$ cat config.mk
export PLATFORM = sky130hd
export DESIGN_NAME = sram_arbiter_flat
export DESIGN_NICKNAME = d
export VERILOG_FILES = /design/src/rtl/sram_arbiter_if.sv /design/src/rtl/sram_arbiter.sv /design/src/flat_wrapper.sv
export SDC_FILE = /design/constraint.sdc
export NUM_CORES = 1
export LEC_CHECK = 0
export CAP_MARGIN = 10
export CORE_ASPECT_RATIO = 0.8
export CORE_MARGIN = 2
export CORE_UTILIZATION = 30
export CTS_CLUSTER_SIZE = 8
export DETAILED_ROUTE_END_ITERATION = 10
export DONT_BUFFER_PORTS = 1
export MAX_ROUTING_LAYER = met4
export PLACE_DENSITY = 0.47
export SYNTH_ARGS = -nofsm -noshare
export SYNTH_HDL_FRONTEND = slang
export SYNTH_SLANG_ARGS = --single-unit
$ cat constraint.sdc
create_clock -name clk -period 4.5 [get_ports clk]
set_input_delay 0.675 -clock clk [delete_from_list [all_inputs] [get_ports clk]]
set_output_delay 0.675 -clock clk [all_outputs]
set_load 0.005 [all_outputs]
$ cat src/rtl/sram_arbiter_if.sv
// Requester-side and SRAM-side signals of sram_arbiter, bundled as one interface.
interface sram_arbiter_if #(
    parameter int ADDR_WIDTH = 16,
    parameter int DATA_WIDTH = 16
);
    logic                  a_req;
    logic [ADDR_WIDTH-1:0] a_addr;
    logic                  a_ack;
    logic                  b_req;
    logic                  b_we;
    logic [ADDR_WIDTH-1:0] b_addr;
    logic [DATA_WIDTH-1:0] b_wdata;
    logic                  b_ack;
    logic [DATA_WIDTH-1:0] rdata;
    logic                  busy;
    logic                  sram_we_n;
    logic [ADDR_WIDTH-1:0] sram_addr;
    logic [DATA_WIDTH-1:0] sram_din;
    logic [DATA_WIDTH-1:0] sram_dout;

    modport slave (
        input  a_req, a_addr, b_req, b_we, b_addr, b_wdata, sram_dout,
        output a_ack, b_ack, rdata, busy, sram_we_n, sram_addr, sram_din
    );

    modport master (
        output a_req, a_addr, b_req, b_we, b_addr, b_wdata, sram_dout,
        input  a_ack, b_ack, rdata, busy, sram_we_n, sram_addr, sram_din
    );
endinterface

$ cat src/rtl/sram_arbiter.sv
// Round-robin arbiter sharing one asynchronous SRAM between a read-only fetch
// port (A) and a load/store port (B), with setup/pulse/hold write sequencing.
module sram_arbiter #(
    parameter int ADDR_WIDTH = 16,
    parameter int DATA_WIDTH = 16,
    parameter int RD_CYCLES  = 1,
    parameter int WE_CYCLES  = 1
) (
    input  logic           clk,
    input  logic           rst_n,
    sram_arbiter_if.slave  bus
);

    localparam int MAX_CYC = (RD_CYCLES > WE_CYCLES) ? RD_CYCLES : WE_CYCLES;
    localparam int CNT_W   = (MAX_CYC > 1) ? $clog2(MAX_CYC) : 1;
    localparam logic [CNT_W-1:0] RD_LOAD = CNT_W'(RD_CYCLES - 1);
    localparam logic [CNT_W-1:0] WE_LOAD = CNT_W'(WE_CYCLES - 1);

    localparam logic [2:0] ST_IDLE     = 3'd0;
    localparam logic [2:0] ST_RD       = 3'd1;
    localparam logic [2:0] ST_WR_SETUP = 3'd2;
    localparam logic [2:0] ST_WR_PULSE = 3'd3;
    localparam logic [2:0] ST_WR_HOLD  = 3'd4;
    localparam logic [2:0] ST_DONE     = 3'd5;

    logic [2:0]            state_r;
    logic [CNT_W-1:0]      cnt_r;
    logic                  last_grant_r;   // 1 = port B won the previous grant
    logic                  grant_b_r;
    logic                  a_ack_r;
    logic                  b_ack_r;
    logic                  busy_r;
    logic                  we_n_r;
    logic [ADDR_WIDTH-1:0] addr_r;
    logic [DATA_WIDTH-1:0] din_r;
    logic [DATA_WIDTH-1:0] rdata_r;

    logic                  grant_valid_s;
    logic                  grant_b_s;
    logic                  grant_we_s;

    // Round-robin pick among the requests sampled in IDLE; a tie goes away from last_grant.
    always_comb begin
        grant_valid_s = 1'b0;
        grant_b_s     = 1'b0;
        if (bus.a_req && bus.b_req) begin
            grant_valid_s = 1'b1;
            grant_b_s     = ~last_grant_r;
        end else if (bus.b_req) begin
            grant_valid_s = 1'b1;
            grant_b_s     = 1'b1;
        end else if (bus.a_req) begin
            grant_valid_s = 1'b1;
            grant_b_s     = 1'b0;
        end else begin
            grant_valid_s = 1'b0;
            grant_b_s     = 1'b0;
        end
    end

    assign grant_we_s = grant_b_s & bus.b_we;

    // Access sequencer: every SRAM-facing and requester-facing output is a register here.
    always_ff @(posedge clk or negedge rst_n) begin
        if (!rst_n) begin
            state_r      <= ST_IDLE;
            cnt_r        <= '0;
            last_grant_r <= 1'b0;
            grant_b_r    <= 1'b0;
            a_ack_r      <= 1'b0;
            b_ack_r      <= 1'b0;
            busy_r       <= 1'b0;
            we_n_r       <= 1'b1;
            addr_r       <= '0;
            din_r        <= '0;
            rdata_r      <= '0;
        end else begin
            case (state_r)
                ST_IDLE: begin
                    a_ack_r <= 1'b0;
                    b_ack_r <= 1'b0;
                    we_n_r  <= 1'b1;
                    if (grant_valid_s) begin
                        grant_b_r    <= grant_b_s;
                        last_grant_r <= grant_b_s;
                        busy_r       <= 1'b1;
                        addr_r       <= grant_b_s ? bus.b_addr : bus.a_addr;
                        din_r        <= bus.b_wdata;
                        if (grant_we_s) begin
                            state_r <= ST_WR_SETUP;
                        end else begin
                            state_r <= ST_RD;
                            cnt_r   <= RD_LOAD;
                        end
                    end else begin
                        busy_r <= 1'b0;
                    end
                end
                ST_RD: begin
                    if (cnt_r == '0) begin
                        rdata_r <= bus.sram_dout;
                        a_ack_r <= ~grant_b_r;
                        b_ack_r <= grant_b_r;
                        state_r <= ST_DONE;
                    end else begin
                        cnt_r <= cnt_r - CNT_W'(1);
                    end
                end
                ST_WR_SETUP: begin
                    we_n_r  <= 1'b0;
                    cnt_r   <= WE_LOAD;
                    state_r <= ST_WR_PULSE;
                end
                ST_WR_PULSE: begin
                    if (cnt_r == '0) begin
                        we_n_r  <= 1'b1;
                        state_r <= ST_WR_HOLD;
                    end else begin
                        cnt_r <= cnt_r - CNT_W'(1);
                    end
                end
                ST_WR_HOLD: begin
                    a_ack_r <= ~grant_b_r;
                    b_ack_r <= grant_b_r;
                    state_r <= ST_DONE;
                end
                ST_DONE: begin
                    // Requests are deliberately not looked at here; the requester is still dropping req.
                    a_ack_r <= 1'b0;
                    b_ack_r <= 1'b0;
                    busy_r  <= 1'b0;
                    state_r <= ST_IDLE;
                end
                default: begin
                    a_ack_r <= 1'b0;
                    b_ack_r <= 1'b0;
                    busy_r  <= 1'b0;
                    we_n_r  <= 1'b1;
                    state_r <= ST_IDLE;
                end
            endcase
        end
    end

    assign bus.a_ack     = a_ack_r;
    assign bus.b_ack     = b_ack_r;
    assign bus.rdata     = rdata_r;
    assign bus.busy      = busy_r;
    assign bus.sram_we_n = we_n_r;
    assign bus.sram_addr = addr_r;
    assign bus.sram_din  = din_r;

endmodule

$ cat src/flat_wrapper.sv
// flat-port wrapper written by rule: the top's interface ports become plain ports
module sram_arbiter_flat 
#(
    parameter int ADDR_WIDTH = 16,
    parameter int DATA_WIDTH = 16,
    parameter int RD_CYCLES  = 1,
    parameter int WE_CYCLES  = 1
)
  (clk, rst_n, bus_a_req, bus_a_addr, bus_b_req, bus_b_we, bus_b_addr, bus_b_wdata, bus_sram_dout, bus_a_ack, bus_b_ack, bus_rdata, bus_busy, bus_sram_we_n, bus_sram_addr, bus_sram_din);
  sram_arbiter_if #(.ADDR_WIDTH(ADDR_WIDTH), .DATA_WIDTH(DATA_WIDTH)) bus_i ();
  input  logic clk;
  input  logic rst_n;
  input wire logic [$bits(bus_i.a_req)-1:0] bus_a_req;
  input wire logic [$bits(bus_i.a_addr)-1:0] bus_a_addr;
  input wire logic [$bits(bus_i.b_req)-1:0] bus_b_req;
  input wire logic [$bits(bus_i.b_we)-1:0] bus_b_we;
  input wire logic [$bits(bus_i.b_addr)-1:0] bus_b_addr;
  input wire logic [$bits(bus_i.b_wdata)-1:0] bus_b_wdata;
  input wire logic [$bits(bus_i.sram_dout)-1:0] bus_sram_dout;
  output wire logic [$bits(bus_i.a_ack)-1:0] bus_a_ack;
  output wire logic [$bits(bus_i.b_ack)-1:0] bus_b_ack;
  output wire logic [$bits(bus_i.rdata)-1:0] bus_rdata;
  output wire logic [$bits(bus_i.busy)-1:0] bus_busy;
  output wire logic [$bits(bus_i.sram_we_n)-1:0] bus_sram_we_n;
  output wire logic [$bits(bus_i.sram_addr)-1:0] bus_sram_addr;
  output wire logic [$bits(bus_i.sram_din)-1:0] bus_sram_din;
  assign bus_i.a_req = bus_a_req;
  assign bus_i.a_addr = bus_a_addr;
  assign bus_i.b_req = bus_b_req;
  assign bus_i.b_we = bus_b_we;
  assign bus_i.b_addr = bus_b_addr;
  assign bus_i.b_wdata = bus_b_wdata;
  assign bus_i.sram_dout = bus_sram_dout;
  assign bus_a_ack = bus_i.a_ack;
  assign bus_b_ack = bus_i.b_ack;
  assign bus_rdata = bus_i.rdata;
  assign bus_busy = bus_i.busy;
  assign bus_sram_we_n = bus_i.sram_we_n;
  assign bus_sram_addr = bus_i.sram_addr;
  assign bus_sram_din = bus_i.sram_din;
  sram_arbiter #(.ADDR_WIDTH(ADDR_WIDTH), .DATA_WIDTH(DATA_WIDTH), .RD_CYCLES(RD_CYCLES), .WE_CYCLES(WE_CYCLES)) u_core (.clk(clk), .rst_n(rst_n), .bus(bus_i));
endmodule
==> results.cfg, run 1 <==
[synth]
synth-compound-area-share_pct = 14.98
syn_area_per_cell_um2 = 14.56
syn_inst = 164
synth_top_family_by_area = multiplexers
synth_xor_area_share_pct = 0.3667
ys_seq_area_share_pct = 58.72
synth_flop_cell = dfrtp_1
synth_fa_ha_area_share_pct = 0.4191
synth-seq-cells = 56
ys_async_sr_fraction_pct = 100.0
ys_warn_count = 0
syn_nets = 233
synth_edf_count = 0
yosys.area_share.simple_pct = 5.448
synth.distinct_cells = 31
syn_area_um2 = 2389
synthMuxAreaShare_pct = 16.66

[grt]
grt_pass1_vias = 1485
grt_first_pass_wirelength_um = 8031
overflow = 0
track_usage_pct = 12.22
grt_max_degree = 57
antenna_found_initial = 0

[cts]
cts_max_path_buffers = 2
cts_inserted_buffers = 5
cts_num_sinks = 56
clkLatencyLatePin_ns = 0.30
path_clk_slew_ns = 0.10
cts_resized = 0
h-tree-depth = 2
ctsHoldBuffers = 0
post-cts-setup-buffer-count = 0
root_buffer = clkbuf_8
cts_tree = built

[power]
switchingPower_uw = 619.9
intPower_uw = 1257
sw_frac_of_total_pct = 33.03
pwr-share-seq_pct = 51.9
p_leak_uw = 0.001007
vdd_drop_max_uv = 209.9
powerDensity_nw_per_um2 = 738.8
comb_power_share_pct = 33.0
clock_power_share_pct = 15.1

[timing]
report.final.setup_viol = 0
rsz0062_at_grt = no
tightestPinTransition_ns = 0.9027
fmax_mhz = 448.6
min_period_ns = 2.229
hold_viol = 0
drv_slew = 0
timing.final.crit_share_pct = 49.54
skew_ns = 0.01149
max-slew-margin-rel_pct = 39.76
setup_tns_ns = 0

[worst_hold_path]
hp-class = in -> async

[critical_path]
endpoint_kind = register
critPathSlowestCell = or3_1
start_kind = register
cp.required_ns = 4.69
worstPathCellList = or3_1 -> nor2_8 -> mux2_2
crit_arrival_ns = 2.42
crit_buf_inv = 0
critPathMaxStageDelay_ns = 0.77
worst-path-max-fanout = 18
reg2reg_depth = 3
critical_path_depth = 3
crit_family = simple AND/OR/NAND/NOR gates
path_class = reg -> reg

[routing]
vias = 1384
viasPerCell = 5.126
antenna_left = 0
avgRoutedWirePerCell_um = 18.91
drc = 0
first_pass_iters = 4
drt_iter0_markers = 77
wirelength_um = 5106

[cells_and_area]
post-route-util_pct = 32.41
fin_nets = 230
diodes = 0
drive_gt1_share_pct = 37.04
final.fill_count = 799
syn_to_final_growth_pct = 6.339

[placement]
dpl.hpwl_um = 3613
io_buffers = 0
gp_congestion = 0.7578

[floorplan]
die_area_um2 = 8696
num_rows = 29
die_height_um = 83.81
die_w_um = 103.8
start_util_pct = 30.48
core_area_um2 = 7838
io_pins = 121

[run_status]
status = finished, final reports clean

[flow_run]
drv_cap = 0
==> worst register-to-register path: stages, from the launching register on <==
cell and delay (ns):
dfrtp_1 0.51, or3_1 0.77, nor2_8 0.45, mux2_2 0.39
==> cell usage in the layout (no fill, tap or decap), types with 2 or more instances in the layout <==
| cell type | n |
|---|---|
| a31oi_1 | 2 |
| nand2_1 | 4 |
| o221a_2 | 16 |
| o21bai_1 | 16 |
| dfrtp_1 | 55 |
| nand2b_1 | 2 |
| o21ai_0 | 2 |
| nor2_2 | 2 |
| nand3_1 | 3 |
| a21oi_1 | 2 |
| mux2_4 | 10 |
| clkbuf_8 | 6 |
| mux2_2 | 22 |
| nor2_1 | 4 |
| nor3_1 | 2 |
==> cells in the mapped netlist (2+ instances only) <==
library cell / instances / area share [%]
o221a_2: 16 / 7.5
clkbuf_1: 2 / 0.31
a31oi_1: 2 / 0.52
o21ai_0: 2 / 0.42
dfrtp_1: 55 / 58
a21oi_1: 2 / 0.42
nor2_2: 2 / 0.52
nand3_1: 3 / 0.63
nor3_1: 2 / 0.42
mux2_2: 22 / 10
nand2b_1: 2 / 0.52
buf_6: 2 / 0.94
o21bai_1: 16 / 5.0
buf_2: 4 / 0.84
nand2_1: 4 / 0.63
nor2_1: 4 / 0.63
mux2_4: 10 / 6.3
==> layout make-up <==
type                    instances  area (um2)  share of cell area, %
clock buffers                   7       86.33                  3.399
multi-input cells              97       904.6                  35.62
inverters                       1       3.754                 0.1478
flip-flops and latches         56        1403                  55.22
well taps                     108       135.1                  5.320
clock inverters                 1       7.507                 0.2956
==> sequential cells by signal, summed over array words and instances (netlist names) <==
name,count
u_core.bus.sram_addr,16
u_core.grant_b_r,1
u_core.bus.busy,1
u_core.bus.sram_we_n,1
u_core.bus.b_ack,1
u_core.bus.a_ack,1
u_core.state_r,3
u_core.bus.rdata,16
u_core.bus.sram_din,16
==> through the flow <==
| step | cells | instance area [um2] | power (uW) | worst slack [ns] | hold slack [ns] |
|---|---|---|---|---|---|
| CTS | 270 | 2540 | 1907 | 2.274 | 0.03606 |
| finish | 270 | 2540 | 1877 | 2.271 | 0.05817 |
| detailed placement | 262 | 2446 | 1616 | 2.288 | 0.3808 |
| global placement | 262 | 2446 | 1577 | 2.406 | 0.3808 |
| floorplan | 164 | 2389 | 1506 | 2.823 | 0.3794 |
| global route | 270 | 2540 | 2015 | 2.181 | 0.02179 |
==> metal layers <==
layer,vias up,wire length [um],GRT usage [%]
li1,603,-,-
met1,680,2110,14.05
met2,99,2362,19.57
met3,2,603,5.230
met4,0,29,3.686
met5,-,0,-
==> cells by family after synthesis <==
group,after synthesis
AOI/OAI and AO/OA,41
xor gates and xnor gates,1
adders and majority gates,1
buffers and inverters,11
DFF,56
muxes,32
and+or+nand+nor,22
==> path summary, 6_finish.rpt <==
path | startpoint | endpoint | slack (ns)
setup / recovery | u_core.state_r[2]$_DFFE_PN0P_ | u_core.bus.sram_din[2]$_DFFE_PN0P_ | 2.27
hold / removal | rst_n | u_core.bus.b_ack$_DFFE_PN0N_ | 0.06
setup reg to reg | u_core.state_r[2]$_DFFE_PN0P_ | u_core.bus.sram_din[2]$_DFFE_PN0P_ | 2.27
hold reg to reg | u_core.bus.a_ack$_DFFE_PN0N_ | u_core.bus.a_ack$_DFFE_PN0N_ | 0.53
max in group asynchronous | rst_n | u_core.bus.sram_we_n$_DFFE_PN1N_ | 4.26
min in group clk | bus_a_req | u_core.grant_b_r$_DFFE_PN0P_ | 0.47
==> power by group through the flow <==
stage | sequential (uW) | combinational [uW] | clock, uW
4_1_cts | 978 | 630 | 299
6_report | 974 | 619 | 284
2_1_floorplan | 900 | 605 | 0
3_5_place_dp | 984 | 631 | 0
5_1_grt | 1010 | 683 | 321
3_3_place_gp | 986 | 592 | 0
No activity file was read; power rests on OpenSTA's default activity.
==> run 2, diff against run 1 <==
--- a/config.mk
+++ b/config.mk
@@ -13,7 +13,7 @@
 export DETAILED_ROUTE_END_ITERATION = 10
 export DONT_BUFFER_PORTS = 1
 export MAX_ROUTING_LAYER = met4
-export PLACE_DENSITY = 0.47
+export PLACE_DENSITY = 0.48
 export SYNTH_ARGS = -nofsm -noshare
 export SYNTH_HDL_FRONTEND = slang
 export SYNTH_SLANG_ARGS = --single-unit
==> constraint.sdc (replaced) <==
create_clock -name clk -period 1.9 [get_ports clk]
set_input_delay 0.285 -clock clk [delete_from_list [all_inputs] [get_ports clk]]
set_output_delay 0.285 -clock clk [all_outputs]
set_load 0.005 [all_outputs]
==> run 2 against run 1 <==
  * Count of clock-buffer cells in the layout down 1
  * Via count increased by 2.3%
  * Die area did not move
  * Sequential share of layout area shrank 2.1 points
  * Non-clock buffer count rose by 10
  * Utilization rose by 1.3 points
  * Sequential power grew 130%
  * Wire length increased by 0.41%
  * Largest cell class unchanged
==> results.cfg, run 2 (synthesized netlist as in run 1, its figures left out) <==
[timing]
timing.final.crit_share_pct = 87.61
setup_ws_ns = 0.2354
skew_ns = 0.005720
max-slew-margin-rel_pct = 77.29
tightestPinTransition_ns = 0.3407
rsz0062_at_grt = no
hold_viol = 0
setup_tns_ns = 0
whs_ns = 0.07970
min_period_ns = 1.665
fmax_mhz = 600.7
drv_slew = 0
report.final.setup_viol = 0

[worst_hold_path]
hp-class = in -> reg
whs_path_depth = 1

[routing]
drt_iter0_markers = 81
avgRoutedWirePerCell_um = 18.31
viasPerCell = 5.057
wirelength_um = 5127
vias = 1416
first_pass_iters = 4
drc = 0
antenna_left = 0

[floorplan]
die_area_um2 = 8696
num_rows = 29
core_area_um2 = 7838
die_w_um = 103.8
start_util_pct = 30.48
io_pins = 121
die_height_um = 83.81

[critical_path]
crit_arrival_ns = 1.86
worst-path-max-fanout = 16
cp.required_ns = 2.09
reg2reg_depth = 3
endpoint_kind = register
start_kind = register
path_class = reg -> reg

[cells_and_area]
drive_gt1_share_pct = 40.70
final_cell_mix = dfrtp_1, mux2_2, o21bai_1, o221a_2, mux2_4
diodes = 0
fin_nets = 240
syn_to_final_growth_pct = 10.58
mostFrequentLayoutCell = dfrtp_1

[power]
p_leak_uw = 0.001061
vdd_drop_max_uv = 537.1
powerDensity_nw_per_um2 = 1725

[cts]
clkLatencyLatePin_ns = 0.30
cts_num_sinks = 56
root_buffer = clkbuf_8
cts_tree = built
path_clk_slew_ns = 0.10
cts_inserted_buffers = 5
cts_max_path_buffers = 2
h-tree-depth = 2
cts_resized = 0

[grt]
antenna_found_initial = 0
track_usage_pct = 12.43
overflow = 0
grt_first_pass_wirelength_um = 8245
grt_max_degree = 57
grt_pass1_vias = 1587

[placement]
dpl.hpwl_um = 3635
pre_cts_slack_ns = 0.2324
io_buffers = 0
gp_congestion = 0.7749

[run_status]
status = finished, final reports clean

[flow_run]
drv_cap = 0
[run 2: cell count changes in the layout (fill, tap and decap cells not counted)]
cell and delta:
buf_16 +1, dlygate4sd3_1 +1, clkbuf_1 -1, buf_4 +8
clkinvlp_4 +1
[run 2: cell type report]
cell class	instances	area [um2]
Timing Repair Buffer	10	97.59
Tap cell	108	135.1
Sequential cell	56	1403
Inverter	1	3.754
Clock inverter	2	15.01
Fill cell	765	5196
Clock buffer	6	82.58
Multi-Input combinational cell	97	904.6
[run 2: metal layers]
metal  global-route usage [%]  vias to the layer above  part of all wire, %
met2                    19.57                      102                   46
met5                        -                        -                    0
met4                    3.563                        0                 0.86
met3                    4.528                        4                   11
met1                    15.17                      686                   42
li1                         -                      624                    -
[run 2: critical path, stage by stage, from the launching register on]
cell and delay (ns):
dfrtp_1 0.38, or3_1 0.47, nor2_8 0.32, mux2_2 0.38
[run 2: per-stage QoR]
| step | cells | total power, uW | instance area [um2] | utilization [%] |
|---|---|---|---|---|
| after global routing | 280 | 4894 | 2641 | 33.70 |
| final | 280 | 4556 | 2641 | 33.70 |
| after detailed placement | 270 | 3897 | 2506 | 31.98 |
| after CTS | 280 | 4620 | 2641 | 33.70 |
| after floorplan | 164 | 3566 | 2389 | - |
| after global placement | 270 | 3806 | 2506 | 31.98 |
[run 2: what timing repair did]
item / CTS / global route
buffers inserted: 0 / 0
endpoints found under the hold margin: 56 / 0
hold buffers: 2 / 0
[run 2: path summary, 6_finish.rpt]
check / startpoint / to / slack (ns)
setup / recovery: u_core.state_r[2]$_DFFE_PN0P_ / u_core.bus.sram_din[4]$_DFFE_PN0P_ / 0.24
hold / removal: bus_a_req / u_core.grant_b_r$_DFFE_PN0P_ / 0.08
setup reg to reg: u_core.state_r[2]$_DFFE_PN0P_ / u_core.bus.sram_din[4]$_DFFE_PN0P_ / 0.24
hold reg to reg: u_core.bus.a_ack$_DFFE_PN0N_ / u_core.bus.a_ack$_DFFE_PN0N_ / 0.52
max in group asynchronous: rst_n / u_core.bus.sram_we_n$_DFFE_PN1N_ / 1.12
min in group asynchronous: rst_n / u_core.bus.rdata[1]$_DFFE_PN0N_ / 0.51
[run 2: power by group]
part | total (uW) | internal (uW) | switching [uW]
Combinational | 1640 | 968 | 672
Sequential | 2250 | 1790 | 457
Clock | 670 | 296 | 375
